### src/rtl/alu_core.sv
// Registered integer ALU (add/sub/logic/slt) with Zero/Negative/Carry/Overflow flags.
// Optional macro ALU_SHIFT_EN turns reserved codes 110/111 into SLL/SRL.
module alu_core #(
  parameter int WIDTH = 32
) (
  input  logic             clk,
  input  logic             rst_n,
  input  logic             valid_in,
  input  logic [WIDTH-1:0] A,
  input  logic [WIDTH-1:0] B,
  input  logic [2:0]       ALUControl,
  output logic [WIDTH-1:0] Result,
  output logic             valid_out,
  output logic             Zero,
  output logic             Negative,
  output logic             Carry,
  output logic             Overflow
);

  localparam int SHW = $clog2(WIDTH);

  logic             w_sub;
  logic             w_arith;
  logic [WIDTH-1:0] w_b_eff;
  logic [WIDTH:0]   w_sum;
  logic             w_ovf;
  logic             w_lt;
  logic [WIDTH-1:0] w_result;

  logic [WIDTH-1:0] r_result;
  logic             r_valid;
  logic             r_zero;
  logic             r_neg;
  logic             r_carry;
  logic             r_ovf;

  // Shared adder and result/flag selection
  always_comb begin
    w_sub    = (ALUControl == 3'b001) || (ALUControl == 3'b101);
    w_arith  = (ALUControl == 3'b000) || w_sub;
    w_b_eff  = B ^ {WIDTH{w_sub}};
    w_sum    = {1'b0, A} + {1'b0, w_b_eff} + {{WIDTH{1'b0}}, w_sub};
    // Same-sign inputs to the adder producing a different-sign sum
    w_ovf    = (A[WIDTH-1] == w_b_eff[WIDTH-1]) && (w_sum[WIDTH-1] != A[WIDTH-1]);
    w_lt     = w_sum[WIDTH-1] ^ w_ovf;
    w_result = {WIDTH{1'b0}};
    case (ALUControl)
      3'b000:  w_result = w_sum[WIDTH-1:0];
      3'b001:  w_result = w_sum[WIDTH-1:0];
      3'b010:  w_result = A & B;
      3'b011:  w_result = A | B;
      3'b100:  w_result = A ^ B;
      3'b101:  w_result = {{(WIDTH-1){1'b0}}, w_lt};
`ifdef ALU_SHIFT_EN
      3'b110:  w_result = A << B[SHW-1:0];
      3'b111:  w_result = A >> B[SHW-1:0];
`else
      3'b110:  w_result = {WIDTH{1'b0}};
      3'b111:  w_result = {WIDTH{1'b0}};
`endif
      default: w_result = {WIDTH{1'b0}};
    endcase
  end

  // Output registers: sync reset, update on valid, hold otherwise
  always_ff @(posedge clk) begin
    if (!rst_n) begin
      r_result <= {WIDTH{1'b0}};
      r_valid  <= 1'b0;
      r_zero   <= 1'b0;
      r_neg    <= 1'b0;
      r_carry  <= 1'b0;
      r_ovf    <= 1'b0;
    end else begin
      r_valid <= valid_in;
      if (valid_in) begin
        r_result <= w_result;
        r_zero   <= (w_result == {WIDTH{1'b0}});
        r_neg    <= w_result[WIDTH-1];
        r_carry  <= w_arith & w_sum[WIDTH];
        r_ovf    <= w_arith & w_ovf;
      end else begin
        r_result <= r_result;
        r_zero   <= r_zero;
        r_neg    <= r_neg;
        r_carry  <= r_carry;
        r_ovf    <= r_ovf;
      end
    end
  end

  assign Result    = r_result;
  assign valid_out = r_valid;
  assign Zero      = r_zero;
  assign Negative  = r_neg;
  assign Carry     = r_carry;
  assign Overflow  = r_ovf;

endmodule

### config.mk
export PLATFORM = sky130hd
export DESIGN_NAME = alu_core
export DESIGN_NICKNAME = d
export VERILOG_FILES = /design/src/rtl/alu_core.sv
export SDC_FILE = /design/constraint.sdc
export NUM_CORES = 1
export LEC_CHECK = 0
export BUFFER_PORTS_ARGS = -buffer_cell sky130_fd_sc_hd__buf_2
export CAP_MARGIN = 25
export CORE_MARGIN = 5
export CORE_UTILIZATION = 53
export DETAILED_ROUTE_END_ITERATION = 8
export PLACE_DENSITY = 0.77
export SLEW_MARGIN = 10
export SYNTH_ARGS = -nofsm -noshare
export SYNTH_HDL_FRONTEND = slang
export SYNTH_SLANG_ARGS = --single-unit
### constraint.sdc
create_clock -name clk -period 5.6 [get_ports clk]
set_input_delay 1.12 -clock clk [delete_from_list [all_inputs] [get_ports clk]]
set_output_delay 1.12 -clock clk [all_outputs]
set_load 0.01 [all_outputs]
After elaboration in Yosys (flattened, before gate mapping)
Cells that the tools add are included.
- $add $sub $neg: 2
- equality and inequality tests: 9
- muxes and demuxes: 1
- bitwise gates (word level): 7
- reductions and logical operators: 7
- operators with widths (kind ; count):
    $pmux 32 s6 ; 1
    $xor 32x32->32 ; 2
    $add 32x32->33 ; 1
    $add 33x1->33 ; 1
    $and 32x32->32 ; 1
    $logic_not 32->1 ; 1
    $or 32x32->32 ; 1
    $eq 3x3->1 const B ; 4
    $eq 3x2->1 const B ; 2
    $reduce_or 2->1 ; 2
    $eq 3x1->1 const B ; 1
    $logic_not 3->1 ; 1
    $and 1x1->1 ; 2
    $logic_or 1x1->1 ; 2
    $eq 1x1->1 ; 1
    $logic_and 1x1->1 ; 1
    $ne 1x1->1 ; 1
    $xor 1x1->1 ; 1
- register bits: 37
- input bits: 70
- output and inout port bits: 37
- word-level logic and storage cells: 32

Depth between registers and ports, before layout
- word-level depth: 10
- depth in mapped cells: 18
- depth with buffers taken out: 14

Worst setup path before layout
OpenSTA, ideal clock, no wires.
- path kind: input-to-reg
- start point: input ALUControl[0]
- end point: register r_zero (netlist: Zero)
- data arrival time: 4.796 ns
- path slack: 0.729 ns
- cell stages on the path: 17
- cell sequence: clkbuf_1 -> buf_2 -> nand2b_1 -> clkbuf_1 -> buf_1 -> xnor2_1 -> ha_1 -> a21oi_2 -> o21ai_2 -> a2111oi_4 -> nor2_2 -> or4_1 -> nand3_1 -> or4b_1 -> nor4_2 -> nand4_1 -> o22ai_1
- cells in the longest elaborated chain, start to end: 10
- RTL lines (item ; RTL line ; source):
    start, declared ; 11 ; input logic [2:0] ALUControl,
    $eq 3x1->1 or $eq 3x3->1 (tied branches) ; 39, 47 ;
    $logic_or 1x1->1 ; 39 ; w_sub = (ALUControl == 3'b001) || (ALUControl == 3'b101);
    $xor 32x32->32 ; 41 ; w_b_eff = B ^ {WIDTH{w_sub}};
    $add 32x32->33 ; 42 ; w_sum = {1'b0, A} + {1'b0, w_b_eff} + {{WIDTH{1'b0}}, w_sub};
    $add 33x1->33 ; 42 ;
    $ne 1x1->1 ; 44 ; w_ovf = (A[WIDTH-1] == w_b_eff[WIDTH-1]) && (w_sum[WIDTH-1] != A[WIDTH-1]);
    $logic_and 1x1->1 ; 44 ;
    $xor 1x1->1 ; 45 ; w_lt = w_sum[WIDTH-1] ^ w_ovf;
    $pmux 32 s6 * ; 47 ; case (ALUControl)
    $logic_not 32->1 * ; 78 ; r_zero <= (w_result == {WIDTH{1'b0}});
    end signal, assigned ; 78 ;
    end signal, assigned ; 84 ; r_zero <= r_zero;
    end, declared ; 32 ; logic r_zero;
Mark *: on every way between the ends. The rest lies on a longest branch, timed or not.
A chain may end at the register's enable or synchronous reset.

Worst setup path in the final report
- start point: input ALUControl[1]
- end point: register r_zero (netlist: Zero)
The elaborated chain is that of the path after synthesis.

==> metrics.yaml <==
status: "complete, no violations"
place_hpwl_mm: 13.6
ys_seq_area_share_pct: 12.3
grt_pass1_wl_mm: 28.1
die-area_um2: 13200
synth_compound_area_share_pct: 27.3
placed_cells: 1021
async_flop_share_pct: 0
root_buffer: "clkbuf_8"
cts.sink_count: 36
vias: 6056
path_class: "in -> reg"
clock_latency_ns: 0.28
fmax_mhz: 216
synth_cells: 809
portBuffers: 106
synth_top_family_by_area: "compound AO/OA/AOI/OAI gates"
cts_buffers: 5
syn2layout_area_growth_pct: 11.0
wire_per_inst_um: 16.6
synth_common_cells: "ha_1 (95), nor2_1 (92), inv_1 (75)"
cts_max_path_buffers: 2
synthSimpleGateAreaFrac_pct: 20.3
clock_skew_ns: 0
die_h_um: 115
yosys_warnings: 0
chipWidth_um: 115
slew_viol_final: 0
synthAdderAreaFrac_pct: 20.7
drt-total-wl_mm: 17.1
cts_htree_levels: 2
pwr_density_cell_nw_per_um2: 178
crit_arrival_ns: 4.75
synth.most_common_cell: "ha_1"
ctsResizeCount: 0
gp_congestion: 0.975
first_pass_iters: 6
nets: 1054
synth_xor_area_share_pct: 7.19
diodes: 0
layout_min_cycle_time_ns: 4.63
slew_headroom_pct: 33.4
synth_edf_count: 0
ys_seq_elements: 36
rsz0062_at_grt: "false"
drive_above_1_share_pct: 16.7
maxCapViolations: 0
worstHoldPathType: "reg -> reg"
n_fill_cell: 1061
ant_nets: 0
fin_util_pct: 59.8
cts_hold_buf: 0
start_util_pct: 53.9
synth_flop_cell: "dfxtp_1"
postCtsSetupBuffers: 0
ir_worst_vdd_mv: 0.121
syn_nets: 975
start_kind: "input pin"
grt_overflow: 0
fin_cells: 1028
drc_errors: 0
clk_pin_slew_ns: 0.07
grt_usage_pct: 25.5
core_area_um2: 10800
cp-end-kind: "flip-flop"
hold_viol: 0
synth_area_leaders: "ha_1 (20%), dfxtp_1 (12%), xnor2_1 (6.1%), a21oi_1 (6.0%), nor2_1 (5.9%)"
synth.distinct_cells: 76
worst_pin_slew_ns: 0.998
syn-cell-area_um2: 5840
ios: 107
cp_max_fo: 12
num_rows: 38
vias_per_cell: 5.89
antenna_found_initial: 0
grt_pass1_vias: 5817
period_share_pct: 82.6
dr.first_iter.drc_count: 412
holdWs_ns: 0.460
setup_violations: 0
finalSetupTns_ns: 0
grt_start_max_net_pins: 57
leakagePower_nw: 3.15
cts_tree: "done"
synth_top_area_share_pct: 20.3
synth_top_area_cell: "ha_1"
syn_area_per_cell_um2: 7.22
cp_data_required_time_ns: 5.73
synth.area.mux_share_pct: 3.08
==> report_power, final <==
group	internal, mW	total (mW)	switching [mW]	leakage [nW]
Clock	0.109	0.196	0.0861	0.0503
Combinational	0.262	0.670	0.408	2.80
Sequential	0.276	0.287	0.0104	0.297
==> worst max-delay path: stages <==
cell and delay [ns]:
buf_2 0.10, nand2b_2 0.35, xnor2_1 0.29, inv_1 0.10
fa_1 0.42, nand2b_1 0.18, a21oi_1 0.25, o211ai_1 0.22
o21ai_0 0.33, a21boi_0 0.24, o311a_1 0.34, a211oi_1 0.51
nor4_4 0.10, nand4_1 0.11, o22ai_1 0.09
==> state kept, by name (all words and copies together), names as in the netlist <==
signal and cells:
Carry 1, Overflow 1, Zero 1, Result 32, valid_out 1
==> cells by family (layout without fill, tap and decap cells) <==
| kind of cell | count (synthesis) | after routing |
|---|---|---|
| compound gates | 237 | 237 |
| fa+ha+maj | 96 | 96 |
| buf+inv | 122 | 201 |
| xor+xnor | 48 | 48 |
| mux | 18 | 18 |
| simple gates | 252 | 252 |
| flops | 36 | 36 |
==> final timing paths <==
kind,start,end,slack (ns),depth (start not counted)
worst min-delay path,Overflow,Overflow,0.46,2
worst max-delay path,ALUControl[1],Zero,0.97,15
worst min register to register,Overflow,Overflow,0.46,2
worst max register to register,Result[18],Result[18],4.81,2
==> metrics by stage <==
step | total power [mW] | worst slack [ns] | instance area [um^2]
2_1_floorplan | 0.771 | 0.729 | 5840
3_3_place_gp | 0.944 | 0.719 | 6380
3_5_place_dp | 0.949 | 0.694 | 6390
4_1_cts | 1.14 | 0.977 | 6480
5_1_grt | 1.24 | 0.623 | 6480
6_report | 1.15 | 0.975 | 6480
==> cells in the final DEF (no fill, tap or decap), drive strengths merged, types with 5 or more instances in the layout <==
cell    synthesis  layout
nand3          19      19
xnor2          41      41
buf            14     117
ha             95      95
nor4            8       8
mux2i          18      18
dfxtp          36      36
nor2b           7       7
a31oi           6       6
a211oi         25      25
a222oi          5       5
o22ai           7       7
clkbuf         30       7
nand4           7       7
nor3           10      10
a21boi          7       7
inv            76      76
o21ai          43      43
o21a            8       8
a21oi          74      74
a22oi           7       7
nor2           94      94
o211ai         13      13
nand2b          5       5
or2             5       5
and3            7       7
nand2          72      72
a21o            8       8
xor2            7       7
and2            5       5
==> final cells by class <==
cell class	instances	area (um^2)	share of cell area, %
flip-flops and latches	36	721	11.1
well taps	140	175	2.70
multi-input cells	651	4590	70.8
repair buffers	117	613	9.45
inverters	77	289	4.46
clock buffers	7	96.3	1.49
==> layer usage <==
metal	share of wire (%)	track usage, %
met4	3.7	9.78
met3	7.5	3.26
met5	0	0
met2	46	43.2
met1	42	33.0
(Power assumes the default switching activity.)
